<file path="src/rtl/adc_capture_ctl.sv">
// adc_capture_ctl: decimating NCH-lane ADC capture sequencer driving an external 2^AW-deep sample-buffer write port.
// Optional trigger timestamping is enabled by defining CAPTURE_TIMESTAMP_EN.
module adc_capture_ctl #(
    parameter int NCH = 8,
    parameter int DW  = 16,
    parameter int AW  = 14,
    parameter int RW  = 10
) (
    input  logic              adc_clk,
    input  logic              adc_rst_n,
    input  logic [NCH*DW-1:0] adc_data,
    input  logic              adc_valid,
    input  logic              arm,
    input  logic              trig,
    input  logic              stop,
    input  logic [1:0]        mode,
    input  logic [NCH-1:0]    chan_mask,
    input  logic [RW-1:0]     decim,
    input  logic [AW-1:0]     pre_len,
    output logic              wr_en,
    output logic [AW-1:0]     wr_addr,
    output logic [NCH*DW-1:0] wr_data,
    output logic              running,
    output logic              full,
    output logic              done,
    output logic [AW-1:0]     trig_ptr,
    output logic [31:0]       trig_ts
);

    localparam logic [1:0]    ST_IDLE  = 2'd0;
    localparam logic [1:0]    ST_ARMED = 2'd1;
    localparam logic [1:0]    ST_POST  = 2'd2;
    localparam logic [1:0]    ST_DONE  = 2'd3;
    localparam logic [AW:0]   DEPTH    = {1'b1, {AW{1'b0}}};
    localparam logic [AW:0]   CNT_ONE  = {{AW{1'b0}}, 1'b1};
    localparam logic [AW-1:0] PTR_ONE  = {{(AW-1){1'b0}}, 1'b1};
    localparam logic [AW-1:0] PTR_MAX  = {AW{1'b1}};
    localparam logic [RW-1:0] DCNT_ONE = {{(RW-1){1'b0}}, 1'b1};

    logic [1:0]        state_r;
    logic [1:0]        state_nxt_s;
    logic [1:0]        arm_mode_s;
    logic [1:0]        mode_r;
    logic [NCH-1:0]    mask_r;
    logic [AW-1:0]     pre_len_r;
    logic [RW-1:0]     dcnt_r;
    logic [RW-1:0]     decim_r;
    logic [AW-1:0]     ptr_r;
    logic [AW:0]       post_left_r;
    logic [AW:0]       post_len_s;
    logic              wr_en_r;
    logic [AW-1:0]     wr_addr_r;
    logic [NCH*DW-1:0] wr_data_r;
    logic              full_r;
    logic              running_r;
    logic              done_r;
    logic [AW-1:0]     trig_ptr_r;
    logic              keep_s;
    logic              capturing_s;
    logic              trig_acc_s;
    logic              write_s;
    logic              last_write_s;

    function automatic logic [NCH*DW-1:0] mask_lanes(input logic [NCH*DW-1:0] data,
                                                     input logic [NCH-1:0]    mask);
        logic [NCH*DW-1:0] res;
        res = data;
        for (int k = 0; k < NCH; k++) begin
            if (!mask[k]) begin
                res[k*DW +: DW] = {DW{1'b0}};
            end else begin
                res[k*DW +: DW] = data[k*DW +: DW];
            end
        end
        return res;
    endfunction

    assign keep_s      = adc_valid && (dcnt_r == {RW{1'b0}});
    assign capturing_s = (state_r == ST_ARMED) || (state_r == ST_POST);
    assign trig_acc_s  = trig && !arm && !stop && (state_r == ST_ARMED) && (mode_r == 2'd2);
    assign write_s     = keep_s && capturing_s && !arm && !stop;
    // the sample written in the trigger cycle is the first post-trigger word
    assign post_len_s  = DEPTH - {1'b0, pre_len_r};
    assign last_write_s = write_s &&
                          (((state_r == ST_POST) && (post_left_r == CNT_ONE)) ||
                           (trig_acc_s && (post_len_s == CNT_ONE)));

    // reserved mode value behaves as one-shot
    always_comb begin
        case (mode)
            2'd1:    arm_mode_s = 2'd1;
            2'd2:    arm_mode_s = 2'd2;
            default: arm_mode_s = 2'd0;
        endcase
    end

    // next-state selection: arm beats stop, stop beats trigger
    always_comb begin
        state_nxt_s = state_r;
        if (arm) begin
            state_nxt_s = (arm_mode_s == 2'd0) ? ST_POST : ST_ARMED;
        end else if (stop) begin
            state_nxt_s = ST_IDLE;
        end else if (last_write_s) begin
            state_nxt_s = ST_DONE;
        end else if (trig_acc_s) begin
            state_nxt_s = ST_POST;
        end else begin
            state_nxt_s = state_r;
        end
    end

    // state register and registered status flags
    always_ff @(posedge adc_clk or negedge adc_rst_n) begin
        if (!adc_rst_n) begin
            state_r   <= ST_IDLE;
            running_r <= 1'b0;
            done_r    <= 1'b0;
        end else begin
            state_r   <= state_nxt_s;
            running_r <= (state_nxt_s == ST_ARMED) || (state_nxt_s == ST_POST);
            done_r    <= (state_nxt_s == ST_DONE);
        end
    end

    // decimation counter; a new ratio is picked up on arm or at each wrap
    always_ff @(posedge adc_clk or negedge adc_rst_n) begin
        if (!adc_rst_n) begin
            dcnt_r  <= {RW{1'b0}};
            decim_r <= {RW{1'b0}};
        end else if (arm) begin
            dcnt_r  <= {RW{1'b0}};
            decim_r <= decim;
        end else if (adc_valid) begin
            if (dcnt_r >= decim_r) begin
                dcnt_r  <= {RW{1'b0}};
                decim_r <= decim;
            end else begin
                dcnt_r  <= dcnt_r + DCNT_ONE;
            end
        end
    end

    // write pipeline stage and buffer pointer
    always_ff @(posedge adc_clk or negedge adc_rst_n) begin
        if (!adc_rst_n) begin
            wr_en_r   <= 1'b0;
            wr_addr_r <= {AW{1'b0}};
            wr_data_r <= {(NCH*DW){1'b0}};
            ptr_r     <= {AW{1'b0}};
            full_r    <= 1'b0;
        end else begin
            wr_en_r <= write_s;
            if (write_s) begin
                wr_addr_r <= ptr_r;
                wr_data_r <= mask_lanes(adc_data, mask_r);
            end
            if (arm) begin
                ptr_r  <= {AW{1'b0}};
                full_r <= 1'b0;
            end else if (write_s) begin
                ptr_r <= ptr_r + PTR_ONE;
                if (ptr_r == PTR_MAX) begin
                    full_r <= 1'b1;
                end
            end
        end
    end

    // configuration sampled on arm, trigger pointer and post-trigger word budget
    always_ff @(posedge adc_clk or negedge adc_rst_n) begin
        if (!adc_rst_n) begin
            mode_r      <= 2'd0;
            mask_r      <= {NCH{1'b0}};
            pre_len_r   <= {AW{1'b0}};
            trig_ptr_r  <= {AW{1'b0}};
            post_left_r <= {(AW+1){1'b0}};
        end else if (arm) begin
            mode_r    <= arm_mode_s;
            mask_r    <= chan_mask;
            pre_len_r <= pre_len;
            if (arm_mode_s == 2'd0) begin
                trig_ptr_r  <= {AW{1'b0}};
                post_left_r <= DEPTH;
            end
        end else if (trig_acc_s) begin
            trig_ptr_r  <= ptr_r;
            post_left_r <= write_s ? (post_len_s - CNT_ONE) : post_len_s;
        end else if (write_s && (state_r == ST_POST)) begin
            post_left_r <= post_left_r - CNT_ONE;
        end
    end

`ifdef CAPTURE_TIMESTAMP_EN
    logic [31:0] ts_cnt_r;
    logic [31:0] trig_ts_r;
    logic        ts_latch_s;

    assign ts_latch_s = (arm && (arm_mode_s == 2'd0)) || trig_acc_s;

    // free-running timestamp, captured on the accepted trigger
    always_ff @(posedge adc_clk or negedge adc_rst_n) begin
        if (!adc_rst_n) begin
            ts_cnt_r  <= 32'd0;
            trig_ts_r <= 32'd0;
        end else begin
            ts_cnt_r <= ts_cnt_r + 32'd1;
            if (ts_latch_s) begin
                trig_ts_r <= ts_cnt_r;
            end
        end
    end

    assign trig_ts = trig_ts_r;
`else
    assign trig_ts = 32'd0;
`endif

    assign wr_en    = wr_en_r;
    assign wr_addr  = wr_addr_r;
    assign wr_data  = wr_data_r;
    assign running  = running_r;
    assign full     = full_r;
    assign done     = done_r;
    assign trig_ptr = trig_ptr_r;

endmodule

</file>
<file path="config.mk">
export PLATFORM = sky130hd
export DESIGN_NAME = adc_capture_ctl
export DESIGN_NICKNAME = d
export VERILOG_FILES = /design/src/rtl/adc_capture_ctl.sv
export SDC_FILE = /design/constraint.sdc
export NUM_CORES = 1
export LEC_CHECK = 0
export ABC_AREA = 0
export BUFFER_PORTS_ARGS = -buffer_cell sky130_fd_sc_hd__buf_2
export CAP_MARGIN = 30
export CORE_MARGIN = 10
export CORE_UTILIZATION = 55
export CTS_CLUSTER_SIZE = 20
export DETAILED_ROUTE_END_ITERATION = 10
export PLACE_DENSITY = 0.95
export RECOVER_POWER = 100
export REMOVE_ABC_BUFFERS = 1
export SKIP_LAST_GASP = 1
export SYNTH_ARGS = -nofsm -noshare
export SYNTH_HDL_FRONTEND = slang
export SYNTH_SLANG_ARGS = --single-unit
</file>
<file path="constraint.sdc">
create_clock -name adc_clk -period 5.6 [get_ports adc_clk]
set_clock_uncertainty 0.05 [all_clocks]
set_input_delay 1.12 -clock adc_clk [delete_from_list [all_inputs] [get_ports adc_clk]]
set_output_delay 1.12 -clock adc_clk [all_outputs]
set_load 0.05 [all_outputs]
</file>
==> run_results.csv, run 1 <==
group,metric,value,unit
clock_tree,cts_tree,"done",
sta,maxSlewHeadroom,-94.9,%
clock_tree,largest_buffer_count_on_any_clock_path,3,
pwr,combPwrFrac,35.0,%
worst_setup_path,cp_top_family,"buffers and inverters",
global_route,aggregate_global_routing_overflow,0,
detailed_routing,routed-via-count,9933,
clock_tree,post-cts-setup-buffer-count,0,
floorplanning,placeableCoreArea,19500,sq um
worst_setup_path,crit-reg2reg-capture,"running",
worst_setup_path,timing.critical_path.from_type,"input pin",
floorplanning,effective_utilization_at_floorplan,56.1,%
finish,finalNonFillerCells,1741,
detailed_routing,detail_route.first_pass.iterations,6,
place,place.gp.congestion,0.887,
synth,asyncSetResetFlopFracSynth,100,%
pwr,internal-power,3.38,mW
pwr,netSwitchingPower,2.68,mW
synth,postSynthAreaPerCell,9.30,sq um
floorplanning,die_w,161,um
finish,most_used_cells_in_the_layout_excluding_fill_and_tap_cells,"sky130_fd_sc_hd__nand2_1 (337), sky130_fd_sc_hd__dfrtp_1 (235), sky130_fd_sc_hd__clkbuf_1 (167), sky130_fd_sc_hd__buf_2 (165), sky130_fd_sc_hd__nand3_1 (154)",
synth,postSynth.topFlopCell,"sky130_fd_sc_hd__dfrtp_1",
detailed_routing,initialDrtViolationCount,1032,
pwr,cellLeakagePower,6.67,nW
worst_setup_path,delay_of_the_slowest_critical_path_stage,1880,ps
worst_setup_path,cpMaxStageDelayCell,"sky130_fd_sc_hd__clkbuf_1",
place,placement.io_buffers,327,
status,run_status,"finished with violations",
min_path,timing.hold.worst.class,"reg -> reg",
worst_setup_path,critical_path.reg2reg.startpoint,"dcnt_r[1]",
sta,setup-violations-final,0,
floorplanning,core.rowCount,51,
finish,area_delta_synth_final,19.8,%
detailed_routing,route.detailed.vias_per_inst,5.71,
pwr,switching_share,44.2,%
worst_setup_path,path_class,"in -> reg",
sta,setup_repair_after_global_routing_missed_its_margin,"false",
global_route,grt_pass1_vias,9906,
sta,slew_viol_final,259,
detailed_routing,drt_wl_total,35.2,mm
synth,ys_types,66,
min_path,min_delay_worst_endpoint,"wr_data[26]",
worst_setup_path,critical_path.cell_chain,"clkbuf_1, clkbuf_1, nor2_1, o211ai_1, buf_4, and2_0, mux2_2",
clock_tree,clkTransAtPathRegs,60,ps
detailed_routing,drc_errors,0,
worst_setup_path,critical_path_buf_inv_count,3,
min_path,min-delay-start,"wr_data[26]",
finish,mostFrequentLayoutCell,"sky130_fd_sc_hd__nand2_1",
floorplanning,fp.dieArea,26000,sq um
global_route,global_route.usage.total,25.6,%
synth,synth_seq_cells,235,
worst_setup_path,critical_path.max_fanout,50,
sta,max_slew.worst_pin.slew,2920,ps
sta,timing.fmax,221,MHz
synth,synth_sequential_area_ratio,53.7,%
worst_setup_path,cp_common_cell,"sky130_fd_sc_hd__clkbuf_1",
finish,final_core_utilization,67.2,%
place,place_hpwl,24.6,mm
clock_tree,h-tree-depth,1,
floorplanning,fp.dieH,161,um
worst_setup_path,number_of_cell_instances_on_the_worst_register_to_register_path,10,
clock_tree,insertion_delay,520,ps
detailed_routing,detail_route.wl_per_cell,20.2,um
global_route,grt_max_degree,159,
synth,netlist.area_leader.share,53.7,%
clock_tree,cts.repair.resized,0,
pwr,vdd.ir_drop.worst,303,uV
sta,hold_viol,0,
synth,yosys_warnings,0,
global_route,grt_first_pass_wirelength,54.4,mm
sta,final.period_utilization,80.9,%
synth,yosysTopAreaCell,"sky130_fd_sc_hd__dfrtp_1",
place,dp.cells,1696,
pwr,p_seq_share,38.0,%
clock_tree,hold_buffers,0,
worst_setup_path,timing.critical_path.to_type,"register",
finish,nNetsFinal,1651,
pwr,power.density,462,nW/um^2
global_route,antenna_found_initial,2,
finish,final_layout_size_suffix_gt1_share,16.8,%
clock_tree,cts.sink_count,235,
pwr,clockPowerShare,26.9,%
sta,period_minus_slack,4530,ps
clock_tree,clk_root_buffer_cell,"sky130_fd_sc_hd__clkbuf_16",
worst_setup_path,critPathRequiredTime,5950,ps
detailed_routing,antenna_nets_post_route,0,
synth,netlist_top_cells_area,"sky130_fd_sc_hd__dfrtp_1 (54%), sky130_fd_sc_hd__nand2_1 (12%), sky130_fd_sc_hd__nand3_1 (7.0%)",
worst_setup_path,worstSetupStartpoint,"arm",
synth,synth_enable_flop_cells,0,
worst_setup_path,worst_ep_arrival_time,4880,ps
floorplanning,ios,360,
clock_tree,cts_inserted_buffers,26,
min_path,timing.hold.worst_path_depth,2,
status,failed_checks,"capacitance limit, slew limit",
synth,synthesis.area,10900,sq um
synth,synthesis.instances,1177,
flow_run,drv.max_cap_violation_count,3,
worst_setup_path,timing.reg2reg.setup_slack,1710,ps
## flip-flops by register name (all words and copies together) (netlist names)
register and count:
ptr_r 14, wr_en 1, wr_addr 14, done 1, mask_r 8, running 1, mode_r 2, trig_ptr 14
wr_data 128, post_left_r 15, pre_len_r 14, dcnt_r 10, full 1, decim_r 10, state_r 2
## Yosys cell counts, types with 3 or more instances
cell and number:
sky130_fd_sc_hd__xor2_1 18, sky130_fd_sc_hd__a22o_1 16, sky130_fd_sc_hd__nand2_1 337, sky130_fd_sc_hd__or3_1 10, sky130_fd_sc_hd__a21oi_1 22, sky130_fd_sc_hd__clkbuf_1 53, sky130_fd_sc_hd__inv_1 22, sky130_fd_sc_hd__or4_1 6
sky130_fd_sc_hd__o211ai_1 6, sky130_fd_sc_hd__ha_1 23, sky130_fd_sc_hd__and3_1 3, sky130_fd_sc_hd__xnor2_1 19, sky130_fd_sc_hd__nand3_1 154, sky130_fd_sc_hd__nand4_1 6, sky130_fd_sc_hd__dfrtp_1 235, sky130_fd_sc_hd__nor4_1 8
sky130_fd_sc_hd__or2_2 4, sky130_fd_sc_hd__nand2b_1 5, sky130_fd_sc_hd__buf_2 20, sky130_fd_sc_hd__o21ai_0 33, sky130_fd_sc_hd__o22ai_1 5, sky130_fd_sc_hd__a21o_1 4, sky130_fd_sc_hd__mux2_2 23, sky130_fd_sc_hd__nor2_1 40
sky130_fd_sc_hd__nor3_1 18, sky130_fd_sc_hd__buf_4 32
## worst register-to-register path: cells and delay by family, from the launching register on
kind | cells | cell delay (ps)
AND/OR/NAND/NOR | 5 | 2120
buffers and inverters | 2 | 660
flip-flops | 1 | 420
adder cells (fa/ha/maj) | 2 | 380
AO/OA/AOI/OAI | 1 | 140
## how the worst max path moves through the flow
stage                       to  depth (start not counted)
floorplan              running                          8
global placement       running                          9
detailed placement     running                          9
CTS                    running                         10
global route        decim_r[0]                          7
finish              decim_r[0]                          7
## power groups by stage
stage	Sequential, mW	Combinational [mW]	Clock (mW)
final	2.30	2.12	1.63
after global routing	2.34	2.24	1.72
after CTS	2.28	2.22	1.65
after detailed placement	2.30	2.20	0
after global placement	2.28	2.15	0
after floorplan	3.37	0.448	0
## per-stage QoR
| stage | instance area [sq um] | setup WS, ps | power, mW | hold slack, ps | TNS [ps] |
|---|---|---|---|---|---|
| after floorplan | 10500 | -857 | 3.82 | 420 | -29520 |
| after global placement | 12500 | 1270 | 4.43 | 393 | 0 |
| after detailed placement | 12500 | 1150 | 4.50 | 400 | 0 |
| after CTS | 13300 | 1630 | 6.15 | 413 | 0 |
| after global routing | 13100 | 837 | 6.30 | 438 | 0 |
| final | 13100 | 1070 | 6.06 | 418 | 0 |
## metal layers
metal / part of all wire (%) / GRT usage, % / wire, um / vias to the layer above
met2: 50 / 43.6 / 17500 / 584
met5: 0 / 0 / 0 / -
li1: - / - / - / 4462
met4: 4.8 / 11.4 / 1690 / 0
met1: 37 / 30.5 / 13200 / 4781
met3: 8.2 / 5.39 / 2870 / 106
## area by class of cell
cell class | count | area, sq um
Fill cell | 1507 | 6410
Sequential cell | 235 | 5880
Multi-Input combinational cell | 841 | 4510
Timing Repair Buffer | 333 | 1480
Clock buffer | 36 | 759
Tap cell | 265 | 332
Inverter | 23 | 98.8
Clock inverter | 4 | 48.8
Antenna cell | 4 | 10.0
## cells by family after synthesis
family	count (synthesis)	share of synthesized area (%)
xor+xnor	37	2.96
simple gates	612	24.9
fa+ha+maj	23	2.63
other cells	1	0.0342
mux	25	2.55
flops	235	53.7
compound gates	112	7.12
buf+inv	132	6.10
Note: power is estimated with default switching activity, not from simulation.
==> run 2: changes to the inputs <==
--- a/config.mk
+++ b/config.mk
@@ -9,10 +9,10 @@
 export BUFFER_PORTS_ARGS = -buffer_cell sky130_fd_sc_hd__buf_2
 export CAP_MARGIN = 30
 export CORE_MARGIN = 10
-export CORE_UTILIZATION = 55
+export CORE_UTILIZATION = 46
 export CTS_CLUSTER_SIZE = 20
 export DETAILED_ROUTE_END_ITERATION = 10
-export PLACE_DENSITY = 0.95
+export PLACE_DENSITY = 0.86
 export RECOVER_POWER = 100
 export REMOVE_ABC_BUFFERS = 1
 export SKIP_LAST_GASP = 1
==> constraint.sdc (replaced) <==
create_clock -name adc_clk -period 3.78 [get_ports adc_clk]
set_clock_uncertainty 0.05 [all_clocks]
set_input_delay 0.756 -clock adc_clk [delete_from_list [all_inputs] [get_ports adc_clk]]
set_output_delay 0.756 -clock adc_clk [all_outputs]
set_load 0.05 [all_outputs]
==> run 2 against run 1 <==
Net effect: the run still ends with capacitance limit, slew limit left; highest routed layer unchanged; routed wire length fell by 6.9%; non-clock buffer count grew 7; sequential share of layout area shrank 0.73 points; clock-buffer cell count up 3; first-iteration DRC count shrank 15%; global-route usage fell by 5.0 points; via count is 3.5% lower; power increased by 49%; cell count grew 3.7%; clock power increased by 58%; design area up 1.7%; flip-flop and latch count stayed put.
==> run_results.csv, run 2 (synthesis results as in run 1) <==
group,metric,value,unit
floorplanning,placeableCoreArea,23500,sq um
clock_tree,insertion_delay,520,ps
worst_setup_path,timing.critical_path.to_type,"register",
min_path,timing.hold.worst.class,"in -> reg",
sta,timing.fmax,291,MHz
finish,nNetsFinal,1658,
clock_tree,cts_tree,"done",
detailed_routing,route.detailed.vias_per_inst,5.31,
sta,maxSlewHeadroom,-63.7,%
place,placement.io_buffers,327,
global_route,groute.layer.met1.usage,24.8,%
finish,largest_reg_flops,128,
detailed_routing,initialDrtViolationCount,880,
global_route,grt_pass1_vias,9706,
detailed_routing,detail_route.first_pass.iterations,7,
worst_setup_path,critPathRequiredTime,4110,ps
clock_tree,h-tree-depth,1,
clock_tree,cts_inserted_buffers,26,
clock_tree,hold_buffers,0,
finish,stdcell_area,13300,sq um
worst_setup_path,path_class,"reg -> reg",
sta,hold-worst-slack,409,ps
sta,setup-violations-final,0,
detailed_routing,drt_wl_total,32.8,mm
detailed_routing,detail_route.wl_per_cell,18.1,um
detailed_routing,antenna_nets_post_route,0,
global_route,aggregate_global_routing_overflow,0,
sta,period_minus_slack,3440,ps
sta,slew_viol_final,92,
sta,max_slew.worst_pin.slew,2450,ps
global_route,grt_max_degree,94,
sta,setup_repair_after_global_routing_missed_its_margin,"false",
clock_tree,clkTransAtPathRegs,60,ps
place,place.gp.congestion,0.860,
clock_tree,largest_buffer_count_on_any_clock_path,3,
worst_setup_path,timing.reg2reg.setup_slack,340,ps
place,place_hpwl,23.7,mm
worst_setup_path,worst_ep_arrival_time,3770,ps
clock_tree,clk_root_buffer_cell,"sky130_fd_sc_hd__clkbuf_16",
finish,final_layout_size_suffix_gt1_share,17.3,%
finish,most_used_cells_in_the_layout_excluding_fill_and_tap_cells,"sky130_fd_sc_hd__nand2_1 (337), sky130_fd_sc_hd__dfrtp_1 (235), sky130_fd_sc_hd__clkbuf_1 (168), sky130_fd_sc_hd__buf_2 (165), sky130_fd_sc_hd__nand3_1 (154)",
clock_tree,cts.sink_count,235,
floorplanning,fp.dieArea,30400,sq um
flow_run,drv.max_cap_violation_count,1,
finish,final_core_utilization,56.8,%
detailed_routing,drc_errors,0,
detailed_routing,routed-via-count,9590,
global_route,global_route.usage.total,20.5,%
sta,hold_viol,0,
worst_setup_path,critical_path.max_fanout,59,
worst_setup_path,timing.critical_path.from_type,"register",
floorplanning,fp.dieH,174,um
sta,final.period_utilization,91.1,%
floorplanning,ios,360,
clock_tree,post-cts-setup-buffer-count,0,
clock_tree,cts.repair.resized,0,
global_route,grt_first_pass_wirelength,52.0,mm
floorplanning,effective_utilization_at_floorplan,46.6,%
global_route,global_route.usage.met2,34.4,%
pwr,power.density,679,nW/um^2
status,run_status,"finished with violations",
pwr,cellLeakagePower,6.75,nW
place,dpl_cell_area,12700,sq um
global_route,groute.layer.met3.usage,5.09,%
finish,mostFrequentLayoutCell,"sky130_fd_sc_hd__nand2_1",
global_route,antenna_found_initial,2,
pwr,vdd.ir_drop.worst,529,uV
global_route,busiest_layer,"met2",
finish,area_delta_synth_final,21.8,%
floorplanning,core.rowCount,56,
floorplanning,die_w,174,um
status,failed_checks,"capacitance limit, slew limit",
run 2: worst max-delay path, cell delays in order, from the launching register on:
cell                       delay [ps]
sky130_fd_sc_hd__dfrtp_1          440
sky130_fd_sc_hd__inv_1            100
sky130_fd_sc_hd__ha_1             140
sky130_fd_sc_hd__or4b_1           490
sky130_fd_sc_hd__or4_4            560
sky130_fd_sc_hd__clkinv_8         110
sky130_fd_sc_hd__clkbuf_2         910
sky130_fd_sc_hd__nand4_1          240
sky130_fd_sc_hd__xor2_1           180
sky130_fd_sc_hd__nor2_1            50
run 2: power breakdown:
group	internal (mW)	switching [mW]
clock	1.58	1.00
combinational	0.531	2.56
sequential	3.03	0.359
run 2: layout make-up:
cell class                 count  area (sq um)
timing repair buffer         340          1540
tap                          319           399
antenna                        2          5.00
fill                        2087         10100
multi-input combinational    841          4520
clock inverter                 7           108
inverter                      23          98.8
clock buffer                  39           790
sequential                   235          5880
run 2: metal layers:
| layer | wire length [um] | part of all wire [%] | vias to the layer above |
|---|---|---|---|
| li1 | - | - | 4465 |
| met1 | 12900 | 39 | 4599 |
| met4 | 1180 | 3.6 | 0 |
| met2 | 16000 | 49 | 437 |
| met5 | 0 | 0 | - |
| met3 | 2680 | 8.2 | 89 |
run 2: worst paths after layout:
check	startpoint	endpoint	cells past startpoint
min in group asynchronous	adc_rst_n	decim_r[6]	1
max	dcnt_r[1]	ptr_r[4]	9
max reg2reg	dcnt_r[1]	ptr_r[4]	9
min	adc_data[120]	wr_data[120]	3
max in group asynchronous	adc_rst_n	post_left_r[8]	2
min reg2reg	wr_data[44]	wr_data[44]	2
run 2: stage by stage:
step                      total power [mW]  setup WS [ps]  TNS [ps]  cells
after floorplan                       5.66          -2310   -275900   1099
after global placement                6.55            548         0   1758
after detailed placement              6.65            457         0   1758
after CTS                             9.26            433         0   1804
after global routing                  9.49            116         0   1806
final                                 9.06            338         0   1806
